==> src/rtl/muldiv_unit.sv <==
// Iterative RV32M multiply/divide unit: shift-add multiply and restoring divide,
// one bit per cycle, with a one-cycle fast path for divide-by-zero and signed overflow.
module muldiv_unit #(
    parameter int XLEN = 32
) (
    input  logic            clk,
    input  logic            rst_n,
    input  logic            start,
    input  logic [2:0]      funct3,
    input  logic [XLEN-1:0] rs1_val,
    input  logic [XLEN-1:0] rs2_val,
    input  logic [4:0]      rd_in,
    output logic            busy,
    output logic            done,
    output logic [XLEN-1:0] result,
    output logic [4:0]      rd_out,
    output logic            wer_out
);
    localparam int CW = $clog2(XLEN + 1);
    localparam logic [XLEN-1:0] MIN_NEG = {1'b1, {(XLEN-1){1'b0}}};

    typedef enum logic [1:0] {S_IDLE, S_CALC, S_FIN} state_t;

    state_t              r_state, w_state_next;
    logic [2:0]          r_op;
    logic [4:0]          r_rd;
    logic [CW-1:0]       r_cnt;
    logic                r_neg;
    logic [2*XLEN-1:0]   r_acc;
    logic [XLEN-1:0]     r_opa;
    logic [XLEN:0]       r_rem;
    logic [XLEN-1:0]     r_result;

    // Operand decode at the start cycle
    logic            w_a_signed, w_b_signed, w_a_neg, w_b_neg, w_sign;
    logic [XLEN-1:0] w_a_mag, w_b_mag;
    logic            w_div_zero, w_ovf, w_fast;
    logic [XLEN-1:0] w_fast_result;

    assign w_a_signed = funct3[2] ? ~funct3[0] : (funct3[1:0] != 2'b11);
    assign w_b_signed = funct3[2] ? ~funct3[0] : ~funct3[1];
    assign w_a_neg    = w_a_signed & rs1_val[XLEN-1];
    assign w_b_neg    = w_b_signed & rs2_val[XLEN-1];
    assign w_a_mag    = w_a_neg ? -rs1_val : rs1_val;
    assign w_b_mag    = w_b_neg ? -rs2_val : rs2_val;
    // Remainder takes the dividend's sign; everything else the xor of both signs
    assign w_sign     = (funct3[2] & funct3[1]) ? w_a_neg : (w_a_neg ^ w_b_neg);

    assign w_div_zero = funct3[2] && (rs2_val == '0);
    assign w_ovf      = funct3[2] && !funct3[0] && (rs1_val == MIN_NEG) && (rs2_val == '1);
    assign w_fast     = w_div_zero | w_ovf;
    assign w_fast_result = w_div_zero ? (funct3[1] ? rs1_val : '1)
                                      : (funct3[1] ? '0 : MIN_NEG);

    // One iteration step; the low half of r_acc is multiplier (mul) or dividend/quotient (div)
    logic [XLEN:0]     w_sum;
    logic [2*XLEN-1:0] w_prod_step;
    logic [XLEN+1:0]   w_rem_sh, w_diff;
    logic              w_ge;
    logic [XLEN:0]     w_rem_step;
    logic [XLEN-1:0]   w_quot_step;
    logic [2*XLEN-1:0] w_acc_step;
    logic [CW-1:0]     w_cnt_dec;

    assign w_sum       = {1'b0, r_acc[2*XLEN-1:XLEN]} + (r_acc[0] ? {1'b0, r_opa} : '0);
    assign w_prod_step = {w_sum, r_acc[XLEN-1:1]};
    assign w_rem_sh    = {r_rem, r_acc[XLEN-1]};
    assign w_diff      = w_rem_sh - {2'b00, r_opa};
    assign w_ge        = ~w_diff[XLEN+1];
    assign w_rem_step  = w_ge ? w_diff[XLEN:0] : w_rem_sh[XLEN:0];
    assign w_quot_step = {r_acc[XLEN-2:0], w_ge};
    assign w_acc_step  = r_op[2] ? {r_acc[2*XLEN-1:XLEN], w_quot_step} : w_prod_step;
    assign w_cnt_dec   = r_cnt - 1'b1;

    // Sign fix and result select applied to the values produced by the last step
    logic [2*XLEN-1:0] w_prod_fix;
    logic [XLEN-1:0]   w_rem_mag, w_quot_fix, w_rem_fix, w_final;

    assign w_prod_fix = r_neg ? -w_prod_step : w_prod_step;
    assign w_quot_fix = r_neg ? -w_quot_step : w_quot_step;
    assign w_rem_mag  = w_rem_step[XLEN-1:0];
    assign w_rem_fix  = r_neg ? -w_rem_mag : w_rem_mag;

    always_comb begin
        w_final = '0;
        case (r_op)
            3'b000:                 w_final = w_prod_fix[XLEN-1:0];
            3'b001, 3'b010, 3'b011: w_final = w_prod_fix[2*XLEN-1:XLEN];
            3'b100, 3'b101:         w_final = w_quot_fix;
            default:                w_final = w_rem_fix;
        endcase
    end

    always_ff @(posedge clk or negedge rst_n) begin
        if (!rst_n) r_state <= S_IDLE;
        else        r_state <= w_state_next;
    end

    always_comb begin
        w_state_next = r_state;
        case (r_state)
            S_IDLE:  if (start) w_state_next = w_fast ? S_FIN : S_CALC;
            S_CALC:  if (w_cnt_dec == '0) w_state_next = S_FIN;
            S_FIN:   w_state_next = S_IDLE;
            default: w_state_next = S_IDLE;
        endcase
    end

    always_comb begin
        busy    = (r_state != S_IDLE);
        done    = (r_state == S_FIN);
        wer_out = (r_state == S_FIN) && (r_rd != 5'd0);
    end

    always_ff @(posedge clk or negedge rst_n) begin
        if (!rst_n) begin
            r_op     <= '0;
            r_rd     <= '0;
            r_cnt    <= '0;
            r_neg    <= 1'b0;
            r_acc    <= '0;
            r_opa    <= '0;
            r_rem    <= '0;
            r_result <= '0;
        end else if (r_state == S_IDLE && start) begin
            r_op  <= funct3;
            r_rd  <= rd_in;
            r_neg <= w_sign;
            r_cnt <= CW'(XLEN);
            r_rem <= '0;
            r_acc <= {{XLEN{1'b0}}, (funct3[2] ? w_a_mag : w_b_mag)};
            r_opa <= funct3[2] ? w_b_mag : w_a_mag;
            if (w_fast) r_result <= w_fast_result;
        end else if (r_state == S_CALC) begin
            r_acc <= w_acc_step;
            r_cnt <= w_cnt_dec;
            if (r_op[2]) r_rem <= w_rem_step;
            if (w_cnt_dec == '0) r_result <= w_final;
        end
    end

    assign result = r_result;
    assign rd_out = r_rd;

endmodule

==> config.mk <==
export PLATFORM = sky130hd
export DESIGN_NAME = muldiv_unit
export DESIGN_NICKNAME = d
export VERILOG_FILES = /design/src/rtl/muldiv_unit.sv
export SDC_FILE = /design/constraint.sdc
export NUM_CORES = 1
export LEC_CHECK = 0
export CORE_AREA = 8 8 237 239
export CTS_CLUSTER_DIAMETER = 50
export DETAILED_ROUTE_END_ITERATION = 6
export DIE_AREA = 0 0 245 247
export HOLD_SLACK_MARGIN = 0.08
export PLACE_DENSITY = 0.55
export RECOVER_POWER = 25
export SLEW_MARGIN = 20
export SYNTH_ARGS = -nofsm -noshare
export SYNTH_HDL_FRONTEND = slang
export SYNTH_SLANG_ARGS = --single-unit
==> constraint.sdc <==
create_clock -name clk -period 6.5 [get_ports clk]
set_clock_uncertainty 0.1 [all_clocks]
set_input_delay 1.3 -clock clk [delete_from_list [all_inputs] [get_ports clk]]
set_output_delay 1.3 -clock clk [all_outputs]
set_load 0.01 [all_outputs]
==> results of run 1 <==
==> metrics by stage <==
stage	worst slack (ns)	total power [mW]	util, %	hold WS (ns)	cell area (um^2)
after global routing	0.355	13.3	38.9	0.395	20300
after floorplan	1.69	8.07	-	0.349	18100
final	0.743	12.4	38.9	0.379	20300
after global placement	0.916	11.0	37.8	0.363	19800
after detailed placement	0.889	11.1	37.8	0.366	19800
after CTS	0.878	12.3	39.0	0.383	20400
==> routing by layer <==
| layer | share of wire, % | up-vias |
|---|---|---|
| li1 | - | 8839 |
| met3 | 6.8 | 113 |
| met5 | 0 | - |
| met4 | 3.2 | 0 |
| met2 | 46 | 781 |
| met1 | 44 | 9309 |
==> state kept, by name, summed over array words and instances, names as in the netlist <==
name / count
r_opa: 32
rd_out: 5
result: 32
r_rem: 33
r_acc: 64
r_cnt: 6
r_op: 3
r_state: 2
r_neg: 1
==> cell usage after synthesis, drive strengths merged, types with 63 or more instances <==
cell	instances	share of area, %
o21ai	266	7.4
xnor2	109	5.3
ha	72	5.0
a21oi	192	5.3
nor2	205	4.3
xor2	99	4.8
o211ai	63	2.6
nand2	288	6.0
inv	78	1.6
clkbuf	142	2.9
dfrtp	178	25
mux2i	66	3.7
==> cells by family after synthesis <==
family          after synthesis
compound gates              834
simple gates                794
buf+inv                     247
xor+xnor                    208
flops                       178
mux                          76
fa+ha+maj                    74
==> power breakdown <==
part	switching (mW)	internal, mW
Sequential	0.664	1.57
Clock	0.546	0.560
Combinational	5.88	3.22
==> worst paths after layout <==
path / startpoint / endpoint / slack [ns] / cells after the start
max in group asynchronous: rst_n / r_acc[34]$_DFFE_PN0P_ / 1.14 / 2
hold / removal: r_opa[6]$_DFFE_PN0P_ / r_opa[6]$_DFFE_PN0P_ / 0.38 / 1
setup reg to reg: r_opa[29]$_DFFE_PN0P_ / result[22]$_DFFE_PN0P_ / 0.74 / 19
hold reg to reg: r_opa[6]$_DFFE_PN0P_ / r_opa[6]$_DFFE_PN0P_ / 0.38 / 1
min in group asynchronous: rst_n / result[19]$_DFFE_PN0P_ / 2.20 / 1
setup / recovery: r_opa[29]$_DFFE_PN0P_ / result[22]$_DFFE_PN0P_ / 0.74 / 19
==> area by class of cell <==
class	count	area share, %
Multi-Input combinational cell	1986	62.5
Sequential cell	178	21.9
Timing Repair Buffer	154	7.02
Tap cell	688	4.23
Clock buffer	18	2.16
Inverter	79	1.46
Clock inverter	14	0.769
==> worst register-to-register path, stage by stage, from the launching register on <==
cell and delay [ns]:
sky130_fd_sc_hd__dfrtp_1 0.48, sky130_fd_sc_hd__inv_1 0.17, sky130_fd_sc_hd__ha_1 0.51, sky130_fd_sc_hd__nand2_1 0.10
sky130_fd_sc_hd__nor3_1 0.60, sky130_fd_sc_hd__a2111oi_0 0.25, sky130_fd_sc_hd__o21ai_1 0.38, sky130_fd_sc_hd__o21a_1 0.28
sky130_fd_sc_hd__nor2_4 0.07, sky130_fd_sc_hd__inv_2 0.14, sky130_fd_sc_hd__mux2i_1 0.31, sky130_fd_sc_hd__ha_1 0.38
sky130_fd_sc_hd__nand4_1 0.17, sky130_fd_sc_hd__nor2_1 0.11, sky130_fd_sc_hd__o21ai_0 0.09, sky130_fd_sc_hd__o41a_1 0.25
sky130_fd_sc_hd__nor4bb_1 0.40, sky130_fd_sc_hd__mux2i_1 0.12, sky130_fd_sc_hd__nor4_1 0.56, sky130_fd_sc_hd__o21ai_1 0.15
==> flow_results.org, run 1 <==
** Yosys
- The mapped netlist covers 18100 um^2.
- Gate count after technology mapping :: 2411
- Summing the areas of all xor and xnor instances in the mapped netlist gives 10.1% of the synthesized area.
- By area, the combinational part of the netlist is dominated by compound AO/OA/AOI/OAI gates.
- Post-synthesis average cell area :: 7.50 um^2
- The synthesized design contains 0 enable-type register cells.
- Of the total synthesized cell area, the portion taken by full adders, half adders and majority gates is 5.21%.
- Post-Synth Simple-Gate Area :: 20.9%
- Syn Nets :: 2560
- Post-synthesis async set-or-reset flop share :: 100%
- Number of synthesized register bits :: 178
- The synthesized netlist devotes 29.7% of its cell area to compound gates.
- After synthesis, the share of cell area in mux cells is 4.30%.
- Count of synthesis-stage warnings from yosys :: 0
- Sequential area share after synthesis :: 24.6%
- Number of distinct standard cells referenced by the synthesized netlist :: 91
- For this run, the leading register cell type out of synthesis is sky130_fd_sc_hd__dfrtp_1.

** Critical path
- Arrival time of the worst setup path :: 6.00 ns
- Max incr delay on CP :: 0.60 ns
- The worst setup path is captured at a flop.
- At the worst endpoint, the required time is 6.74 ns.
- Worst path cell trace :: inv_1 -> ha_1 -> nand2_1 -> nor3_1 -> a2111oi_0 -> o21ai_1 -> o21a_1 -> nor2_4 -> inv_2 -> mux2i_1 -> ha_1 -> nand4_1 -> nor2_1 -> o21ai_0 -> o41a_1 -> nor4bb_1 -> mux2i_1 -> nor4_1 -> o21ai_1
- The critical path is of the flop to flop type.
- STA classifies the critical path startpoint as a flop.
- In this design, the largest share of critical-path delay is due to simple AND/OR/NAND/NOR gates.
- In this run the worst path has a maximum fanout of 11.
- Together, buffers and inverters on the worst path number 2.
- Cell with the biggest individual delay on the critical path :: sky130_fd_sc_hd__nor3_1

** Clocking
- For this design, the CTS-stage hold fixing added 0 buffers.
- Clock tree synthesis selected as its root buffer the cell sky130_fd_sc_hd__clkbuf_16.
- For the worst-skew pair, the clock arrives at the later sink with an insertion delay of 0.48 ns.
- After clock tree synthesis, the clock-pin slew on the worst setup and hold paths is 0.08 ns.
- H-tree lvl count :: 4
- No sink is reached through more buffers than the 2 on the longest clock path.
- Clock tree synthesis found a total of 178 sinks.
- Resize count post-CTS :: 0
- Post-CTS timing repair inserted 0 buffers for setup.
- TritonCTS built the clock tree.
- In this run, CTS created clock tree buffers numbering 17.

** Placement
- Detail Placement HPWL :: 60900 um
- Routability-driven placement finished with a final weighted congestion of 0.981.
- In this run the tool buffered the top-level ports with 114 buffer cells.
- Total placed cells including tap cells :: 3085

** Detailed routing
- DRC violation count after routing :: 0
- Wires add up to 76800 um.
- Iteration-0 DRC Markers :: 1751
- In the routed layout, each cell is associated on average with a via count of 6.11.
- Total vias in the final route :: 19042
- Detail Route Antenna Nets :: 0
- Before antenna repair, the detailed router went through 5 iterations.
- Average wire length per cell after detail routing :: 24.6 um

** Global route
- Largest net degree at the start of global routing :: 94
- Routing usage on met3 :: 3.54%
- Global router's overall resource usage :: 24.7%
- Global-route wire length before repair :: 115000 um
- Global routing consumed, on the met2 layer, 40.3% of the routing resources.
- The number of global-route vias before repair was 18310.
- Top Usage Layer GRT :: met2
- Overflow after GRT :: 0
- Met1 global-route usage :: 33.0%
- Number of antenna violations at the first check in global routing :: 2

** Layout
- From synthesis to final layout, the design area changed by 12.6%.
- Area of the multi-input gates :: 12700 um^2
- The net count of the finished layout is 2565.
- The number of antenna diodes in the final layout is 0.
- After the flow finishes, the layout carries non-filler instances totaling 3117.
- Counting the fill cells in the layout gives 5459.
- Commonest cells after routing, fill and taps aside :: sky130_fd_sc_hd__nand2_1, sky130_fd_sc_hd__o21ai_0, sky130_fd_sc_hd__nor2_1, sky130_fd_sc_hd__a21oi_1, sky130_fd_sc_hd__dfrtp_1
- Leaving out fill and tap cells, the most frequent cell in the layout is sky130_fd_sc_hd__nand2_1.
- Share of layout cells above drive strength 1 :: 4.98%
- Summing all flip-flop and latch instances after layout gives 4460 um^2.

** Timing
- Final count of negative-setup-slack endpoints :: 0
- Tightest Pin Transition :: 4.24 ns
- RSZ-0062 raised after global routing :: false
- Aggregate negative setup slack :: 0 ns
- The hold violation count in the final report came to 0.
- Measured against its own limit, the worst slew margin works out to -183%.
- Counting I/O delays and the setup requirement, the final critical path takes 5.76 ns.
- The count of final max-slew check failures came to 69.
- The worst path uses 88.6% of the clock period.
- For this run, the top clock speed supported by timing is 174 MHz.

** Status
- The flow ran to the end, but the final reports show violations.
- Violations in the final reports :: max-capacitance violations, max-slew violations

** Hold path
- In this run the worst hold path is classified as flop to flop.

** Floorplanning
- 115 I/O pins were placed.
- The floorplan step defined a die boundary enclosing 60500 um^2.
- DIE WIDTH :: 245 um
- The die is 247 um tall.
- The floorplan step defined a core boundary enclosing 52200 um^2.
- Starting density of the core :: 34.6%
- The initialized floorplan defines 84 standard-cell rows.

** Power
- Leakage power total :: 8.27 nW
- Power per standard cell area :: 611 nW/um^2
- IR analysis of the VDD net gives a maximum drop of 0.268 mV.

** Flow run
- The tool flagged a number of max-cap violations equal to 1.
Note: power is estimated with default switching activity, not from simulation.
==> run 2: changes to the inputs <==
Settings changed: CORE_AREA 8 8 237 239 to 8 8 210 212, DIE_AREA 0 0 245 247 to 0 0 218 220, PLACE_DENSITY 0.55 to 0.67, RECOVER_POWER 25 to unset.
==> flow_results.org, run 2 (same netlist as run 1, synthesis figures left out) <==
** Status
- The flow ran to the end, and the final reports show no timing, DRC or antenna violations.

** Critical path
- Crit Path Class :: flop to flop
- The endpoint identified for the worst register-to-register timing path is result[14]$_DFFE_PN0P_.
- The worst path arrival time was 5.84 ns (-0.16 ns).
- The count of cells along the worst register-to-register path came to 19 (unchanged).
- Data required, critical path :: 6.73 ns (about the same)
- Critical Path Source Type :: flop
- The slack of the worst reg-to-reg path came to 0.89 ns (+0.15 ns).
- FF-to-FF Start :: r_rem[11]$_DFFE_PN0P_
- The maximum fanout encountered on the critical timing path came to 15 (+4).
- Endpoint kind of the worst setup timing path :: flop

** Floorplanning
- The overall die width came to 218 um (-11%).
- The die area came to 48000 um^2 (-21%).
- Number of standard-cell rows in the floorplan :: 74 (-12%)
- The area of the placeable core came to 40600 um^2 (-22%).
- The die outline height came to 220 um (-11%).
- The initial core utilization came to 44.6% (+10 points).
- The I/O pin count is 115 (unchanged).

** Detailed routing
- DRC violation count after routing :: 0 (unchanged)
- Iteration-0 DRC Markers :: 2364 (+35%)
- The routed wire length was 74000 um (-3.7%).
- The via count was 19516 (+2.5%).
- The via density per instance is 6.60 (+8.0%).
- First drt pass iteration count :: 6 (+1)
- The average wire per cell in the routed design is 25.0 um (+1.5%).
- The final antenna-violating net count came to 0 (unchanged).

** Layout
- The number of filler cells placed in the layout is 4027 (-26%).
- The number of nets in the layout came to 2560 (-0.19%).
- The final standard cell count with taps included and fillers excluded is 2957 (-5.1%).
- Area of the multi-input gates :: 12700 um^2 (unchanged)
- Largest register by flop count :: r_acc
- FF+latch area :: 4460 um^2 (unchanged)
- The top cell types in the final layout, fill and taps aside, are sky130_fd_sc_hd__nand2_1, sky130_fd_sc_hd__o21ai_0, sky130_fd_sc_hd__nor2_1, sky130_fd_sc_hd__a21oi_1, sky130_fd_sc_hd__dfrtp_1.
- The number of flip-flops in the largest register is 64 (unchanged).
- Most common cell after layout, fill and taps aside :: sky130_fd_sc_hd__nand2_1
- Largest registers :: r_acc x64, r_rem x33
- Relative to the synthesized area, the layout overhead comes to 11.2%.
- Share of layout cells above drive strength 1 :: 4.79% (-0.19 points)

** Power
- Sw Share :: 57.0% (about the same)
- The largest vdd supply drop came to 0.264 mV (-1.5%).
- Leakage power total :: 8.23 nW (-0.47%)
- Power Internal :: 5.31 mW (-0.70%)
- Part of the power in registers :: 18.1% (about the same)
- Net switching power :: 7.04 mW (-0.71%)
- The part of the power in the clock network was 8.7% (-0.2 points).
- Part of the power in combinational logic :: 73.2% (about the same)
- The total power density per cell area was 614 nW/um^2 (+0.47%).

** Clocking
- CTS tree :: yes
- Clock tree root driver cell :: sky130_fd_sc_hd__clkbuf_16
- Hold buffer count at CTS :: 0 (unchanged)
- Post-CTS Setup Bufs :: 0 (unchanged)
- Source-to-sink clock delay at the later pin of the worst-skew pair :: 0.48 ns (about the same)
- Max Root-Sink Buffers :: 2 (unchanged)
- The clock-pin slew on the worst setup and hold paths came to 0.08 ns (about the same).
- Sink Count :: 178 (unchanged)
- The deepest level of the CTS H-tree came to 4 (unchanged).
- Clock buffer count from CTS :: 17 (unchanged)
- The number of gates given a new drive strength after cts was 0 (unchanged).

** Placement
- I/O Buffers :: 114 (unchanged)
- Pre-CTS setup slack :: 0.820 ns (-0.0685 ns)
- Total placed cells including tap cells :: 2924 (-5.2%)
- Routability Congestion :: 1.02 (+3.9%)
- The estimated wirelength of the detail-placed design came to 57600 um (-5.4%).

** Timing
- The post-route setup TNS is 0 ns (unchanged).
- The clock period minus worst slack came to 5.61 ns (-0.146 ns).
- The final critical-path share of the clock period is 86.3% (-2.2 points).
- Tightest Pin Transition :: 1.03 ns (-3.21 ns)
- Setup repair after global routing left no endpoint under its margin.
- Final count of negative-setup-slack endpoints :: 0 (unchanged)
- Total count of hold-check failures in the final report :: 0 (unchanged)
- The final worst-path setup slack came to 0.888 ns (+0.146 ns).
- Max-slew headroom at the worst pin :: 29.0% (+210 points)
- The count of final max-slew check failures came to 0 (-100%).
- Highest clock frequency the design can meet :: 178 MHz (+2.6%)

** Hold path
- Worst hold path type :: flop to flop
- The startpoint identified for the worst hold timing path is r_opa[2]$_DFFE_PN0P_.
- The worst hold path cell count came to 2 (+1).
- The path with the worst hold slack has its endpoint at r_opa[2]$_DFFE_PN0P_.

** Global route
- The global-route usage over all layers came to 30.3% (+5.6 points).
- The global-route congestion overflow total is 0 (unchanged).
- The initial antenna violation count is 4 (+2).
- The global-route wire length before repair is 113000 um (-1.9%).
- The pin count of the biggest net entering global routing came to 94 (unchanged).
- The number of global-route vias before repair was 18630 (+1.7%).

** Flow run
- Max-capacitance violation count :: 0 (-1)
==> run 2: metal layers <==
layer / vias to the layer above / share of wire (%) / global-route usage (%)
li1: 8821 / - / -
met1: 9366 / 41 / 39.8
met2: 1115 / 45 / 47.8
met3: 210 / 9.6 / 6.02
met4: 4 / 4.8 / 13.6
met5: - / 0.035 / 0
==> run 2: layout make-up <==
cell class	instances	share of cell area [%]
clock inverter	14	0.728
tap	532	3.31
inverter	79	1.47
timing repair buffer	149	6.98
sequential	178	22.2
multi-input combinational	1986	63.2
antenna	2	0.0249
clock buffer	17	2.12
==> run 2: how the worst max path moves through the flow <==
stage / start / end / slack [ns] / cells after the start
2_1_floorplan: r_acc[31]$_DFFE_PN0P_ / result[22]$_DFFE_PN0P_ / 1.69 / 21
3_3_place_gp: rs1_val[1] / result[31]$_DFFE_PN0P_ / 0.91 / 14
3_5_place_dp: rs1_val[0] / result[23]$_DFFE_PN0P_ / 0.82 / 15
4_1_cts: r_acc[31]$_DFFE_PN0P_ / result[14]$_DFFE_PN0P_ / 1.01 / 19
5_1_grt: r_opa[18]$_DFFE_PN0P_ / result[14]$_DFFE_PN0P_ / 0.63 / 20
6_report: r_rem[11]$_DFFE_PN0P_ / result[14]$_DFFE_PN0P_ / 0.89 / 19
==> run 2: worst max-delay path, cell delays in order (launching register included) <==
cell and delay [ns]:
sky130_fd_sc_hd__dfrtp_1 0.45, sky130_fd_sc_hd__ha_1 0.45, sky130_fd_sc_hd__a21oi_1 0.40, sky130_fd_sc_hd__o211ai_1 0.20, sky130_fd_sc_hd__a22o_1 0.34, sky130_fd_sc_hd__o2111a_1 0.33
sky130_fd_sc_hd__nor3_2 0.13, sky130_fd_sc_hd__buf_4 0.27, sky130_fd_sc_hd__nor2_4 0.05, sky130_fd_sc_hd__inv_2 0.16, sky130_fd_sc_hd__mux2i_1 0.33, sky130_fd_sc_hd__ha_1 0.40
sky130_fd_sc_hd__nand4_1 0.21, sky130_fd_sc_hd__nor2_1 0.12, sky130_fd_sc_hd__o21ai_0 0.09, sky130_fd_sc_hd__o41a_1 0.26, sky130_fd_sc_hd__o21ai_0 0.28, sky130_fd_sc_hd__xor2_1 0.10
sky130_fd_sc_hd__a221oi_1 0.59, sky130_fd_sc_hd__o21ai_0 0.16
==> run 2: stage by stage <==
stage          hold slack, ns  power, mW  util (%)  area, um^2
2_1_floorplan           0.349       8.07         -       18100
6_report                0.385       12.4      49.6       20100
4_1_cts                 0.384       12.0      49.6       20100
3_5_place_dp            0.366       10.9      48.2       19500
5_1_grt                 0.413       13.1      49.6       20100
3_3_place_gp            0.362       10.9      48.2       19500
==> run 2: power by group through the flow <==
stage | logic, mW | clock network [mW] | registers (mW)
floorplan | 6.23 | 0 | 1.84
global placement | 8.65 | 0 | 2.21
detailed placement | 8.71 | 0 | 2.22
CTS | 8.77 | 1.07 | 2.20
global route | 9.69 | 1.12 | 2.28
finish | 9.05 | 1.07 | 2.23
==> run 3: changes to the inputs <==
Settings changed: HOLD_SLACK_MARGIN 0.08 to unset, PLACE_DENSITY 0.67 to unset, PLACE_DENSITY_LB_ADDON set to 0.05.
==> flow_results.org, run 3 (same netlist as run 1, synthesis figures left out) <==
** Global route
- Vias in the first global route :: 17772 (-4.6%)
- The initial antenna violation count was 1 (-3).
- Global-route wire length before repair :: 113000 um (about the same)
- The global-route congestion overflow total came to 0 (unchanged).
- Global router's overall resource usage :: 31.0% (+0.63 points)
- Largest net degree at the start of global routing :: 82 (-13%)

** Power
- The largest vdd supply drop is 0.225 mV (-15%).
- The total power density per cell area came to 619 nW/um^2 (+0.82%).
- The internal power is 5.31 mW (about the same).
- The part of the power in the clock network came to 8.8% (about the same).
- Part of the power in combinational logic :: 73.4% (+0.2 points)
- Total power draw :: 12.4 mW (+0.72%)
- The power share of the sequential group is 17.8% (-0.3 points).
- The proportion of total power due to net switching came to 57.3% (+0.28 points).
- The static leakage power was 8.23 nW (about the same).
- The net switching power was 7.13 mW (+1.2%).

** Critical path
- Number of gates on the worst path with buffers counted :: 20 (+1)
- Worst path cell trace :: inv_1 -> ha_1 -> a21oi_1 -> o21ai_1 -> a2111oi_0 -> o21ai_1 -> nor3_2 -> nor2_4 -> inv_2 -> nor2_1 -> a21oi_1 -> ha_1 -> nand4_1 -> nor2_1 -> o21ai_0 -> o41a_1 -> nor4bb_1 -> mux2i_1 -> nor4_1 -> o21ai_1
- FF-to-FF Start :: r_opa[26]$_DFFE_PN0P_
- Timing endpoint of the critical path :: result[22]$_DFFE_PN0P_
- By instance count, the cell type seen most on the critical path is sky130_fd_sc_hd__o21ai_1.
- Endpoint kind of the worst setup timing path :: flop
- Arrival time of the worst setup path :: 5.71 ns (-0.13 ns)
- Critical Path Source Type :: flop
- The count of cells along the worst register-to-register path is 20 (+1).
- Cell with the biggest individual delay on the critical path :: sky130_fd_sc_hd__a2111oi_0
- The count of buffer and inverter cells on the critical path is 2 (unchanged).
- Slack of the worst reg-to-reg path :: 1.05 ns (+0.16 ns)
- The worst register-to-register path ends at result[22]$_DFFE_PN0P_.
- Max incr delay on CP :: 0.56 ns (-0.03 ns)
- CP top delay family :: compound AO/OA/AOI/OAI gates
- Launching instance or port of the critical path :: r_opa[26]$_DFFE_PN0P_
- Largest driver fanout on the critical path :: 12 (-3)
- The worst setup path is of the flop to flop kind.
- The required time at the endpoint of the critical path was 6.76 ns (+0.03 ns).

** Layout
- The number of filler cells placed in the layout is 4116 (+2.2%).
- Max FFs per register :: 64 (unchanged)
- Ranked by flip-flop count, first place goes to r_acc.
- Largest registers :: r_acc x64, r_rem x33
- Leaving out fill and tap cells, the most frequent cell in the layout is sky130_fd_sc_hd__nand2_1.
- The layout overhead on the synthesized area came to 11.1% (about the same).
- Final #Nets :: 2558 (-0.078%)
- The number of antenna repair diodes came to 0 (-2).
- Utilization after layout :: 49.5% (about the same)
- Area of the multi-input gates :: 12700 um^2 (about the same)
- In the layout the commonest cells are sky130_fd_sc_hd__nand2_1, sky130_fd_sc_hd__o21ai_0, sky130_fd_sc_hd__nor2_1, sky130_fd_sc_hd__a21oi_1, sky130_fd_sc_hd__dfrtp_1.
- The storage element area came to 4460 um^2 (unchanged).
- The ratio of cells with drive above 1 in the final layout came to 4.67% (-0.12 points).

** Clocking
- The deepest clock path buffer count was 2 (unchanged).
- The number of gates given a new drive strength after cts is 0 (unchanged).
- Source-to-sink clock delay at the later pin of the worst-skew pair :: 0.49 ns (about the same)
- CTS tree :: yes
- Post-CTS Setup Bufs :: 0 (unchanged)
- Clock buffer count from CTS :: 17 (unchanged)
- The clock sink total was 178 (unchanged).
- The root buffer cell chosen for the clock tree is sky130_fd_sc_hd__clkbuf_16.
- H-tree lvl count :: 4 (unchanged)
- The count of hold-fix buffers inserted at cts is 0 (unchanged).
- Clock transition time at the flip-flop clock pins of the worst setup and hold paths :: 0.07 ns (about the same)

** Detailed routing
- Iteration-0 DRC Markers :: 1941 (-18%)
- The final antenna-violating net count came to 0 (unchanged).
- The via count was 18942 (-2.9%).
- DRC violation count after routing :: 0 (unchanged)
- Average wire length per cell after detail routing :: 25.6 um (+2.6%)
- The total iterations of the first detailed-routing run is 6 (unchanged).
- Total Routed Length :: 75700 um (+2.4%)
- Via density per instance :: 6.41 (-2.8%)

** Timing
- The worst slew slack as a fraction of its limit is 25.4% (-3.6 points).
- The total of endpoints with negative setup slack in the final report was 0 (unchanged).
- Final-report max-slew violation count :: 0 (unchanged)
- Min cycle time layout :: 5.45 ns (-0.159 ns)
- The hold violation count in the final report was 0 (unchanged).
- Aggregate negative setup slack :: 0 ns (unchanged)
- The slew at the pin with the worst max-slew slack is 1.11 ns (+0.0763 ns).
- The highest clock frequency the design can meet came to 183 MHz (+2.9%).
- Setup repair after global routing left no endpoint under its margin.
- The final critical-path share of the clock period came to 83.9% (-2.4 points).

** Floorplanning
- The I/O pin count came to 115 (unchanged).
- Number of standard-cell rows in the floorplan :: 74 (unchanged)
- Die outline area :: 48000 um^2 (unchanged)
- Starting density of the core :: 44.6% (unchanged)
- The area of the placeable core is 40600 um^2 (unchanged).
- Floorplan die height :: 220 um (unchanged)
- DIE WIDTH :: 218 um (unchanged)

** Status
- The run finished with clean final reports.

** Placement
- Detail Placement HPWL :: 59800 um (+3.8%)
- The number of I/O port buffers came to 114 (unchanged).
- The global placement routability congestion was 0.977 (-4.0%).

** Hold path
- Worst hold path type :: flop to flop

** Flow run
- Max-capacitance violation count :: 0 (unchanged)
-- run 3: cell count changes in the layout (fill, tap and decap cells not counted), moves of 2 or more --
| cell | before | now |
|---|---|---|
| sky130_fd_sc_hd__inv_8 | 2 | 5 |
| sky130_fd_sc_hd__buf_4 | 35 | 33 |
| sky130_fd_sc_hd__clkinv_4 | 4 | 0 |
| sky130_fd_sc_hd__diode_2 | 2 | 0 |
-- run 3: worst register-to-register path, cell delays in order (launching register included) --
cell                        delay, ns
sky130_fd_sc_hd__dfrtp_1         0.36
sky130_fd_sc_hd__inv_1           0.23
sky130_fd_sc_hd__ha_1            0.35
sky130_fd_sc_hd__a21oi_1         0.18
sky130_fd_sc_hd__o21ai_1         0.14
sky130_fd_sc_hd__a2111oi_0       0.56
sky130_fd_sc_hd__o21ai_1         0.30
sky130_fd_sc_hd__nor3_2          0.33
sky130_fd_sc_hd__nor2_4          0.07
sky130_fd_sc_hd__inv_2           0.22
sky130_fd_sc_hd__nor2_1          0.07
sky130_fd_sc_hd__a21oi_1         0.28
sky130_fd_sc_hd__ha_1            0.35
sky130_fd_sc_hd__nand4_1         0.16
sky130_fd_sc_hd__nor2_1          0.10
sky130_fd_sc_hd__o21ai_0         0.10
sky130_fd_sc_hd__o41a_1          0.23
sky130_fd_sc_hd__nor4bb_1        0.38
sky130_fd_sc_hd__mux2i_1         0.14
sky130_fd_sc_hd__nor4_1          0.54
sky130_fd_sc_hd__o21ai_1         0.14
-- run 3: cell type report --
type | count | share of cell area [%]
sequential | 178 | 22.2
inverter | 79 | 1.48
clock inverter | 12 | 0.679
clock buffer | 19 | 2.21
timing repair buffer | 147 | 6.91
tap | 532 | 3.31
multi-input combinational | 1986 | 63.2
-- run 3: metrics by stage --
step / area, um^2 / worst slack [ns] / cells / hold slack (ns)
after floorplan: 18100 / 1.69 / 2411 / 0.349
after global placement: 19500 / 0.858 / 2922 / 0.362
after detailed placement: 19500 / 0.758 / 2922 / 0.369
after CTS: 20100 / 1.13 / 2953 / 0.391
after global routing: 20100 / 0.765 / 2953 / 0.408
final: 20100 / 1.05 / 2953 / 0.390
-- run 3: how the worst min path moves through the flow --
stage	end	slack, ns	start	depth (start not counted)
detailed placement	result[5]$_DFFE_PN0P_	0.37	result[5]$_DFFE_PN0P_	2
global route	r_opa[18]$_DFFE_PN0P_	0.41	r_opa[18]$_DFFE_PN0P_	1
global placement	r_opa[18]$_DFFE_PN0P_	0.36	r_opa[18]$_DFFE_PN0P_	1
floorplan	r_cnt[4]$_DFFE_PN0P_	0.35	r_cnt[4]$_DFFE_PN0P_	1
CTS	r_opa[18]$_DFFE_PN0P_	0.39	r_opa[18]$_DFFE_PN0P_	1
finish	r_opa[18]$_DFFE_PN0P_	0.39	r_opa[18]$_DFFE_PN0P_	1
-- run 3: per-layer routing --
metal / part of all wire, % / vias up / GRT usage, % / routed length [um]
li1: - / 8811 / - / -
met1: 44 / 9220 / 41.5 / 33300
met2: 45 / 774 / 48.6 / 33900
met3: 7.0 / 135 / 5.28 / 5280
met4: 4.3 / 2 / 13.5 / 3230
met5: 0.011 / - / 0 / 8
-- run 3: power groups by stage --
stage / combinational, mW / sequential (mW) / clock [mW]
2_1_floorplan: 6.23 / 1.84 / 0
3_3_place_gp: 8.85 / 2.20 / 0
3_5_place_dp: 8.90 / 2.20 / 0
4_1_cts: 8.95 / 2.19 / 1.11
5_1_grt: 9.82 / 2.26 / 1.14
6_report: 9.14 / 2.21 / 1.09
